File: src/rtl/knn_sort_sched.sv
// Batch sorter for the KNN pipeline: loads N (distance, type) pairs, sorts them in place with one
// pipelined compare-exchange using odd-even transposition, then streams them out. Optional: KNN_SORT_EARLY_EXIT_EN.
module knn_sort_sched #(
  parameter int W      = 16,
  parameter int TYPE_W = 4,
  parameter int N      = 8
) (
  input  logic              clk,
  input  logic              rst_n,
  input  logic              in_valid,
  output logic              in_ready,
  input  logic [W-1:0]      in_dist,
  input  logic [TYPE_W-1:0] in_type,
  input  logic              ascending,
  output logic              out_valid,
  input  logic              out_ready,
  output logic [W-1:0]      out_dist,
  output logic [TYPE_W-1:0] out_type,
  output logic              out_last,
  output logic              busy,
  output logic [1:0]        dbg_state
);
  localparam int IW = $clog2(N);
  localparam logic [IW-1:0] ONE = IW'(1);

  typedef enum logic [1:0] {S_LOAD = 2'd0, S_SORT = 2'd1, S_OUT = 2'd2} state_t;
  state_t state_q, state_d;

  logic [W-1:0]      dist_q [N];
  logic [TYPE_W-1:0] type_q [N];
  logic [IW-1:0]     ld_cnt, out_idx, phase, pair_cnt;
  logic              asc_q;

  logic              ce_valid;
  logic [IW-1:0]     ce_idx;
  logic [W-1:0]      ce_lo_d, ce_hi_d;
  logic [TYPE_W-1:0] ce_lo_t, ce_hi_t;

  logic              in_fire, out_fire, ld_last, issue, bubble, swap, last_phase, early;
  logic [IW-1:0]     pairs, iss_idx, iss_nxt, ce_nxt;
  logic [W-1:0]      a_d, b_d;
  logic [TYPE_W-1:0] a_t, b_t;

`ifdef KNN_SORT_EARLY_EXIT_EN
  logic phase_swap, prev_clean;
  assign early = prev_clean && !phase_swap;
`else
  assign early = 1'b0;
`endif

  // Handshake: a pair moves on a port exactly in a cycle where valid && ready; valid never depends on ready.
  assign in_fire    = in_valid && in_ready;
  assign out_fire   = out_valid && out_ready;
  assign ld_last    = (ld_cnt == IW'(N-1));
  assign pairs      = phase[0] ? IW'(N/2 - 1) : IW'(N/2);
  assign issue      = (state_q == S_SORT) && (pair_cnt != pairs);
  assign bubble     = (state_q == S_SORT) && (pair_cnt == pairs);
  assign last_phase = (phase == IW'(N-1));
  assign iss_idx    = {pair_cnt[IW-2:0], phase[0]};
  assign iss_nxt    = iss_idx + ONE;
  assign ce_nxt     = ce_idx + ONE;
  assign a_d        = dist_q[iss_idx];
  assign b_d        = dist_q[iss_nxt];
  assign a_t        = type_q[iss_idx];
  assign b_t        = type_q[iss_nxt];
  assign swap       = asc_q ? (a_d > b_d) : (a_d < b_d);

  assign in_ready  = (state_q == S_LOAD);
  assign out_valid = (state_q == S_OUT);
  assign busy      = (state_q != S_LOAD);
  assign out_last  = (state_q == S_OUT) && (out_idx == IW'(N-1));
  assign out_dist  = (state_q == S_OUT) ? dist_q[out_idx] : '0;
  assign out_type  = (state_q == S_OUT) ? type_q[out_idx] : '0;
  assign dbg_state = state_q;

  always_ff @(posedge clk or negedge rst_n) begin
    if (!rst_n) state_q <= S_LOAD;
    else        state_q <= state_d;
  end

  always_comb begin
    state_d = state_q;
    case (state_q)
      S_LOAD: if (in_fire && ld_last) state_d = S_SORT;
      // The bubble lets the last writeback of a phase land before anything reads the buffer again.
      S_SORT: if (bubble && (last_phase || early)) state_d = S_OUT;
      S_OUT:  if (out_fire && out_last) state_d = S_LOAD;
      default: state_d = S_LOAD;
    endcase
  end

  always_ff @(posedge clk or negedge rst_n) begin
    if (!rst_n) begin
      for (int i = 0; i < N; i++) begin
        dist_q[i] <= '0;
        type_q[i] <= '0;
      end
      ld_cnt   <= '0;
      out_idx  <= '0;
      phase    <= '0;
      pair_cnt <= '0;
      asc_q    <= 1'b1;
      ce_valid <= 1'b0;
      ce_idx   <= '0;
      ce_lo_d  <= '0;
      ce_hi_d  <= '0;
      ce_lo_t  <= '0;
      ce_hi_t  <= '0;
`ifdef KNN_SORT_EARLY_EXIT_EN
      phase_swap <= 1'b0;
      prev_clean <= 1'b0;
`endif
    end else begin
      ce_valid <= issue;
      if (issue) begin
        ce_idx   <= iss_idx;
        ce_lo_d  <= swap ? b_d : a_d;
        ce_hi_d  <= swap ? a_d : b_d;
        ce_lo_t  <= swap ? b_t : a_t;
        ce_hi_t  <= swap ? a_t : b_t;
        pair_cnt <= pair_cnt + ONE;
      end
      if (ce_valid) begin
        dist_q[ce_idx] <= ce_lo_d;
        dist_q[ce_nxt] <= ce_hi_d;
        type_q[ce_idx] <= ce_lo_t;
        type_q[ce_nxt] <= ce_hi_t;
      end
      if (bubble) begin
        pair_cnt <= '0;
        phase    <= phase + ONE;
      end
      if (in_fire) begin
        dist_q[ld_cnt] <= in_dist;
        type_q[ld_cnt] <= in_type;
        ld_cnt         <= ld_last ? '0 : ld_cnt + ONE;
        if (ld_cnt == '0) asc_q <= ascending;
        if (ld_last) begin
          phase    <= '0;
          pair_cnt <= '0;
        end
      end
      if (out_fire) out_idx <= out_last ? '0 : out_idx + ONE;
`ifdef KNN_SORT_EARLY_EXIT_EN
      if (issue && swap) phase_swap <= 1'b1;
      if (bubble) begin
        prev_clean <= !phase_swap;
        phase_swap <= 1'b0;
      end
      if (in_fire && ld_last) begin
        phase_swap <= 1'b0;
        prev_clean <= 1'b0;
      end
`endif
    end
  end
endmodule

File: config.mk
export PLATFORM = sky130hd
export DESIGN_NAME = knn_sort_sched
export DESIGN_NICKNAME = d
export VERILOG_FILES = /design/src/rtl/knn_sort_sched.sv
export SDC_FILE = /design/constraint.sdc
export NUM_CORES = 1
export LEC_CHECK = 0
export CAP_MARGIN = 15
export CORE_ASPECT_RATIO = 0.75
export CORE_MARGIN = 10
export CORE_UTILIZATION = 45
export CTS_BUF_LIST = sky130_fd_sc_hd__clkbuf_8
export CTS_CLUSTER_DIAMETER = 120
export DETAILED_ROUTE_END_ITERATION = 12
export SYNTH_ARGS = -nofsm -noshare
export SYNTH_HDL_FRONTEND = slang
export SYNTH_SLANG_ARGS = --single-unit
File: constraint.sdc
create_clock -name clk -period 8.3 [get_ports clk]
set_input_delay 1.66 -clock clk [delete_from_list [all_inputs] [get_ports clk]]
set_output_delay 1.66 -clock clk [all_outputs]
set_load 0.02 [all_outputs]
After elaboration in Yosys (flattened, before gate mapping):

Cells that the tools add are included.

* output and inout bits: 26
* input port bits: 25
* flip-flop bits (word level): 219
* logic and storage cells: 138

* muxes and demuxes: 61
* equal/unequal tests: 10
* $lt $le $gt $ge: 11
* bitwise gates (word level): 6
* $add $sub $neg: 6
* reductions and logical operators: 16

Operators by type and width (number)
* bitwise mux 128 bit: 3
* two-way mux 128 bit: 2
* two-way mux 16 bit: 12
* binary-select mux 16 bit (select 3 bit): 3
* demux 16 bit (select 3 bit): 3
* bitwise mux 32 bit: 3
* two-way mux 32 bit: 2
* two-way mux 4 bit: 12
* binary-select mux 4 bit (select 3 bit): 3
* demux 4 bit (select 3 bit): 3
* two-way mux 3 bit: 10
* >= comparator 4 bit, second input constant: 6
* inverter 3 -> 4 bit: 6
* adder 3 x 1 -> 3 bit, second input constant: 6
* greater-than comparator 16 bit: 1
* less-than comparator 16 bit: 1
* less-than comparator 4 x 1 -> 1 bit, second input constant: 3
* logical AND 1 bit: 11
* equality test 3 bit, second input constant: 3
* two-way mux 2 bit: 3
* inequality test 2 x 1 -> 1 bit, second input constant: 3
* case mux 2 bit (3 select lines): 1
* equality test 3 bit: 1
* logical NOT 3 bit: 1
* 8 further kinds: 8

Depth between registers and ports, before layout:

* depth in word-level cells: 10
* mapped depth: 16
* gate-level depth less buffers: 11

Worst setup path before layout:

No wires, ideal clock.

* path kind: flip-flop to flip-flop
* start point: reg pair_cnt[0]
* end point: reg ce_lo_d[5]
* library setup time: 0.094 ns
* period minus slack after synthesis: 3.957 ns
* path slack: 4.343 ns
* cell stages (with the launch flop): 15
* buffers on the path: 4
* required time: 8.206 ns
* arrival: 3.864 ns
* path through: dfrtp_1 ha_1 buf_2 clkbuf_1 mux4_2 mux2i_1 ha_1 nand4_1 or2_1 o221a_1 a31o_2 and3_1 clkbuf_1 buf_2 a221oi_2

* word-level cells in the longest chain between the ends: 8
* elaborated cells on any way between the ends: 15
* classes of those cells: 1 x add/sub; 2 x order compare; 1 x eq/ne; 8 x mux; 2 x bitwise; 1 x reduce/logical

RTL lines
* start: declaration: RTL line 31 `logic [IW-1:0] ld_cnt, out_idx, phase, pair_cnt;`
* start signal: assignment: RTL line 121 `pair_cnt <= pair_cnt + ONE;`
* adder 3 x 1 -> 3 bit: RTL line 60 `assign iss_nxt = iss_idx + ONE;`
* inverter 3 -> 4 bit (not written as such): RTL line 63 `assign b_d = dist_q[iss_nxt];`
* binary-select mux 16 bit (select 3 bit): RTL line 63
* two-way mux 16 bit (not written as such) (2 in series): RTL line 63
* less-than comparator 16 bit or greater-than comparator 16 bit (tied branches): RTL line 66 `assign swap = asc_q ? (a_d > b_d) : (a_d < b_d);`
* two-way mux 1 bit: RTL line 66
* two-way mux 16 bit: RTL line 117 `ce_lo_d <= swap ? b_d : a_d;`
* end signal: assignment: RTL line 117
* end: declaration: RTL line 36 `logic [W-1:0] ce_lo_d, ce_hi_d;`

Parallel ways exist; a longest one is shown, timed or not. The select of a mux whose other input is x is not followed.
A chain may end at the register's enable or synchronous reset.

Final worst setup path:

* start point: reg phase[0]
* end point: reg ce_hi_d[5]

* word-level cells in the longest chain between the ends: 8
* elaborated cells on any way between the ends: 16
* classes of those cells: 1 x add/sub; 2 x order compare; 1 x eq/ne; 9 x mux; 2 x bitwise; 1 x reduce/logical

RTL lines
* start: declaration: RTL line 31
* start signal: assignment: RTL line 131 `phase <= phase + ONE;`
* adder 3 x 1 -> 3 bit: RTL line 60
* inverter 3 -> 4 bit (not written as such): RTL line 63
* binary-select mux 16 bit (select 3 bit): RTL line 63
* two-way mux 16 bit (not written as such) (2 in series): RTL line 63
* less-than comparator 16 bit or greater-than comparator 16 bit (tied branches): RTL line 66
* two-way mux 1 bit: RTL line 66
* two-way mux 16 bit: RTL line 118 `ce_hi_d <= swap ? a_d : b_d;`
* end signal: assignment: RTL line 118
* end: declaration: RTL line 36

Parallel ways exist; a longest one is shown, timed or not. The select of a mux whose other input is x is not followed.

==> impl_metrics.json <==
{
  "grt.total_usage_pct": 24.3,
  "cap_violations": 0,
  "yosysTopAreaCell": "dfrtp_1",
  "die_area_mm2": 0.0435,
  "avgSynthCellArea_um2": 9.31,
  "ant_nets": 0,
  "pwr-share-seq_pct": 27.9,
  "powerDensity_mw_per_mm2": 481,
  "cp_max_fo": 58,
  "tightest_slew_ns": 1.22,
  "synth_top_area_share_pct": 34.2,
  "synth_top_family_by_area": "multiplexers",
  "irDropWorstVdd_mv": 0.245,
  "ys_types": 57,
  "cts_sinks": 219,
  "worst_ep_arrival_time_ns": 5.30,
  "dp_hpwl_um": 32100,
  "die_h_um": 183,
  "ios": 51,
  "p_total_mw": 8.43,
  "synth_edf_count": 0,
  "finalSetupViolCount": 0,
  "power.share.clock_pct": 13.0,
  "hold_viol_final": 0,
  "swShare_pct": 46.7,
  "drive_gt1_share_pct": 15.5,
  "ys_seq_area_share_pct": 34.3,
  "drv_slew": 0,
  "status": "complete, no violations",
  "yosysWarnings": 0,
  "cts_tree": "built",
  "gr-total-overflow": 0,
  "syn_nets": 1765,
  "cts_buffer_depth": 3,
  "switching_power_mw": 3.93,
  "fmax_ghz": 0.205,
  "intPower_mw": 4.49,
  "drtIter0Drc": 1504,
  "clk_latency_ns": 0.60,
  "die_w_um": 237,
  "via_per_inst": 6.31,
  "hp-class": "reg2reg",
  "synth_simple_gate_area_share_pct": 12.9,
  "cts_hold_buf": 0,
  "cts_buffers": 41,
  "cp_data_required_time_ns": 8.72,
  "antenna_found_initial": 1,
  "ys.flop_type": "dfrtp_1",
  "syn_to_final_growth_pct": 9.73,
  "synthCells": 1714,
  "grt_first_pass_wirelength_um": 81500,
  "fin_nets": 1686,
  "end_kind": "flip-flop",
  "firstDrtPassIters": 6,
  "final_cell_mix": "nand2_1 (221), dfrtp_1 (213), mux2i_1 (203), nor2_1 (186), o21ai_0 (162)",
  "final_common_cell": "nand2_1",
  "coreArea_mm2": 0.0348,
  "skew_ns": 0.0323,
  "synth_compound_gate_area_share_pct": 14.9,
  "synth-xor-area-share_pct": 0.329,
  "start_util_pct": 45.8,
  "synthAdderAreaFrac_pct": 2.04,
  "relSlewSlack_pct": 18.4,
  "synthTopCellsByArea": "dfrtp_1 (34%), mux4_2 (17%), mux2i_1 (13%), nand2_1 (5.2%), o21ai_0 (5.1%)",
  "drt-total-wl_um": 53600,
  "grt_pass1_vias": 12900,
  "portBuffers": 50,
  "vias": 13400,
  "path_clk_slew_ns": 0.07,
  "post_synth_mux_area_share_pct": 29.8,
  "routabilityCongestion": 0.854,
  "path_class": "reg2reg",
  "fill_cells": 3164,
  "period_share_pct": 58.8,
  "drc": 0,
  "tns_ns": 0,
  "rsz0062_at_grt": "no",
  "synthArstFlopShare_pct": 100,
  "cts_setup_buffers": 0,
  "total_leakage_power_nw": 6.58,
  "ctsResizeCount": 0,
  "routedWlPerCell_um": 25.3,
  "start_kind": "flip-flop",
  "syn-cell-area_mm2": 0.0160,
  "ys_ff_latch": 219,
  "grt_max_degree": 149,
  "cts_max_level": 2,
  "combinationalPowerShare_pct": 59.1,
  "fp-row-count": 59,
  "min_period_ns": 4.88,
  "cts_root_buf": "clkbuf_8"
}
[power groups by stage]
stage,logic (mW),registers (mW),clock network (mW)
final,4.98,2.35,1.10
after global routing,5.43,2.42,1.16
after CTS,4.96,2.31,1.11
after detailed placement,4.95,2.32,0
after global placement,4.82,2.30,0
after floorplan,3.97,1.87,0
[cells by family after synthesis]
logic type,count (synthesis)
and+or+nand+nor,503
AOI/OAI and AO/OA,408
muxes,327
buffers and inverters,225
DFF,219
adders and majority gates,26
xor gates and xnor gates,6
[routing by layer]
metal,GRT usage (%),wire length [um],vias to the layer above
li1,-,-,6013
met1,35.5,24000,6641
met2,34.7,22600,644
met3,6.64,5740,96
met4,6.83,1230,0
met5,0,0,-
[layout make-up]
| cell class | count | area [um^2] | share of cell area, % |
|---|---|---|---|
| antenna | 1 | 2.50 | 0.0143 |
| clock buffer | 51 | 702 | 4.01 |
| clock inverter | 22 | 119 | 0.679 |
| inverter | 22 | 82.6 | 0.471 |
| multi-input combinational | 1270 | 9800 | 55.9 |
| sequential | 219 | 5490 | 31.3 |
| tap | 457 | 572 | 3.26 |
| timing repair buffer | 81 | 751 | 4.29 |
[synthesized netlist by cell type, drive strengths merged, types with 2 or more instances]
master	instances
nand2	221
dfrtp	218
mux2i	204
nor2	193
o21ai	180
clkbuf	156
a21oi	141
mux4	118
buf	47
nand3	42
ha	26
inv	22
o221ai	17
a21o	16
a211oi	15
a221oi	15
nor2b	9
a22oi	7
nand2b	7
nor3	7
mux2	5
and2	4
nand4	4
nor4	4
a22o	3
and3	3
xnor2	3
xor2	3
a32o	2
nand3b	2
o21a	2
o31ai	2
or2	2
[final timing paths]
path | startpoint | endpoint | slack [ns] | depth (start not counted)
max | phase[0]$_DFF_PN0_ | ce_hi_d[5]$_DFFE_PN0P_ | 3.42 | 11
min | out_idx[1]$_DFFE_PN0P_ | out_idx[1]$_DFFE_PN0P_ | 0.52 | 1
max reg2reg | phase[0]$_DFF_PN0_ | ce_hi_d[5]$_DFFE_PN0P_ | 3.42 | 11
min reg2reg | out_idx[1]$_DFFE_PN0P_ | out_idx[1]$_DFFE_PN0P_ | 0.52 | 1
max in group asynchronous | rst_n | phase[0]$_DFF_PN0_ | 5.94 | 2
min in group asynchronous | rst_n | dist_q[7]$_DFF_PN0_ | 1.04 | 1
[registers in the layout, summed over array words and instances, names as in the netlist]
name,count
ce_lo_d,16
asc_q,1
ce_hi_t,4
dbg_state,2
type_q,32
phase,3
ce_lo_t,4
ce_hi_d,16
dist_q,128
ce_valid,1
out_idx,3
ce_idx,3
pair_cnt,3
ld_cnt,3
[per-stage QoR]
step / hold slack [ns] / area (um^2) / setup WS (ns) / util (%) / cells
after floorplan: 0.493 / 16000 / 4.34 / - / 1714
after global placement: 0.499 / 16700 / 3.54 / 47.9 / 2049
after detailed placement: 0.511 / 16700 / 3.40 / 47.9 / 2049
after CTS: 0.525 / 17500 / 3.40 / 50.3 / 2122
after global routing: 0.551 / 17500 / 3.10 / 50.3 / 2122
final: 0.518 / 17500 / 3.42 / 50.3 / 2123
[critical path: stages (launching register included)]
cell and delay, ns:
dfrtp_4 0.74, buf_4 0.75, mux4_2 0.59, mux2i_1 0.28, inv_1 0.09, ha_1 0.29
nand4_1 0.09, or2_1 0.26, o221a_1 0.31, nand3_1 0.18, mux2i_2 0.82, o221ai_1 0.23
Note: power is estimated with default switching activity, not from simulation.
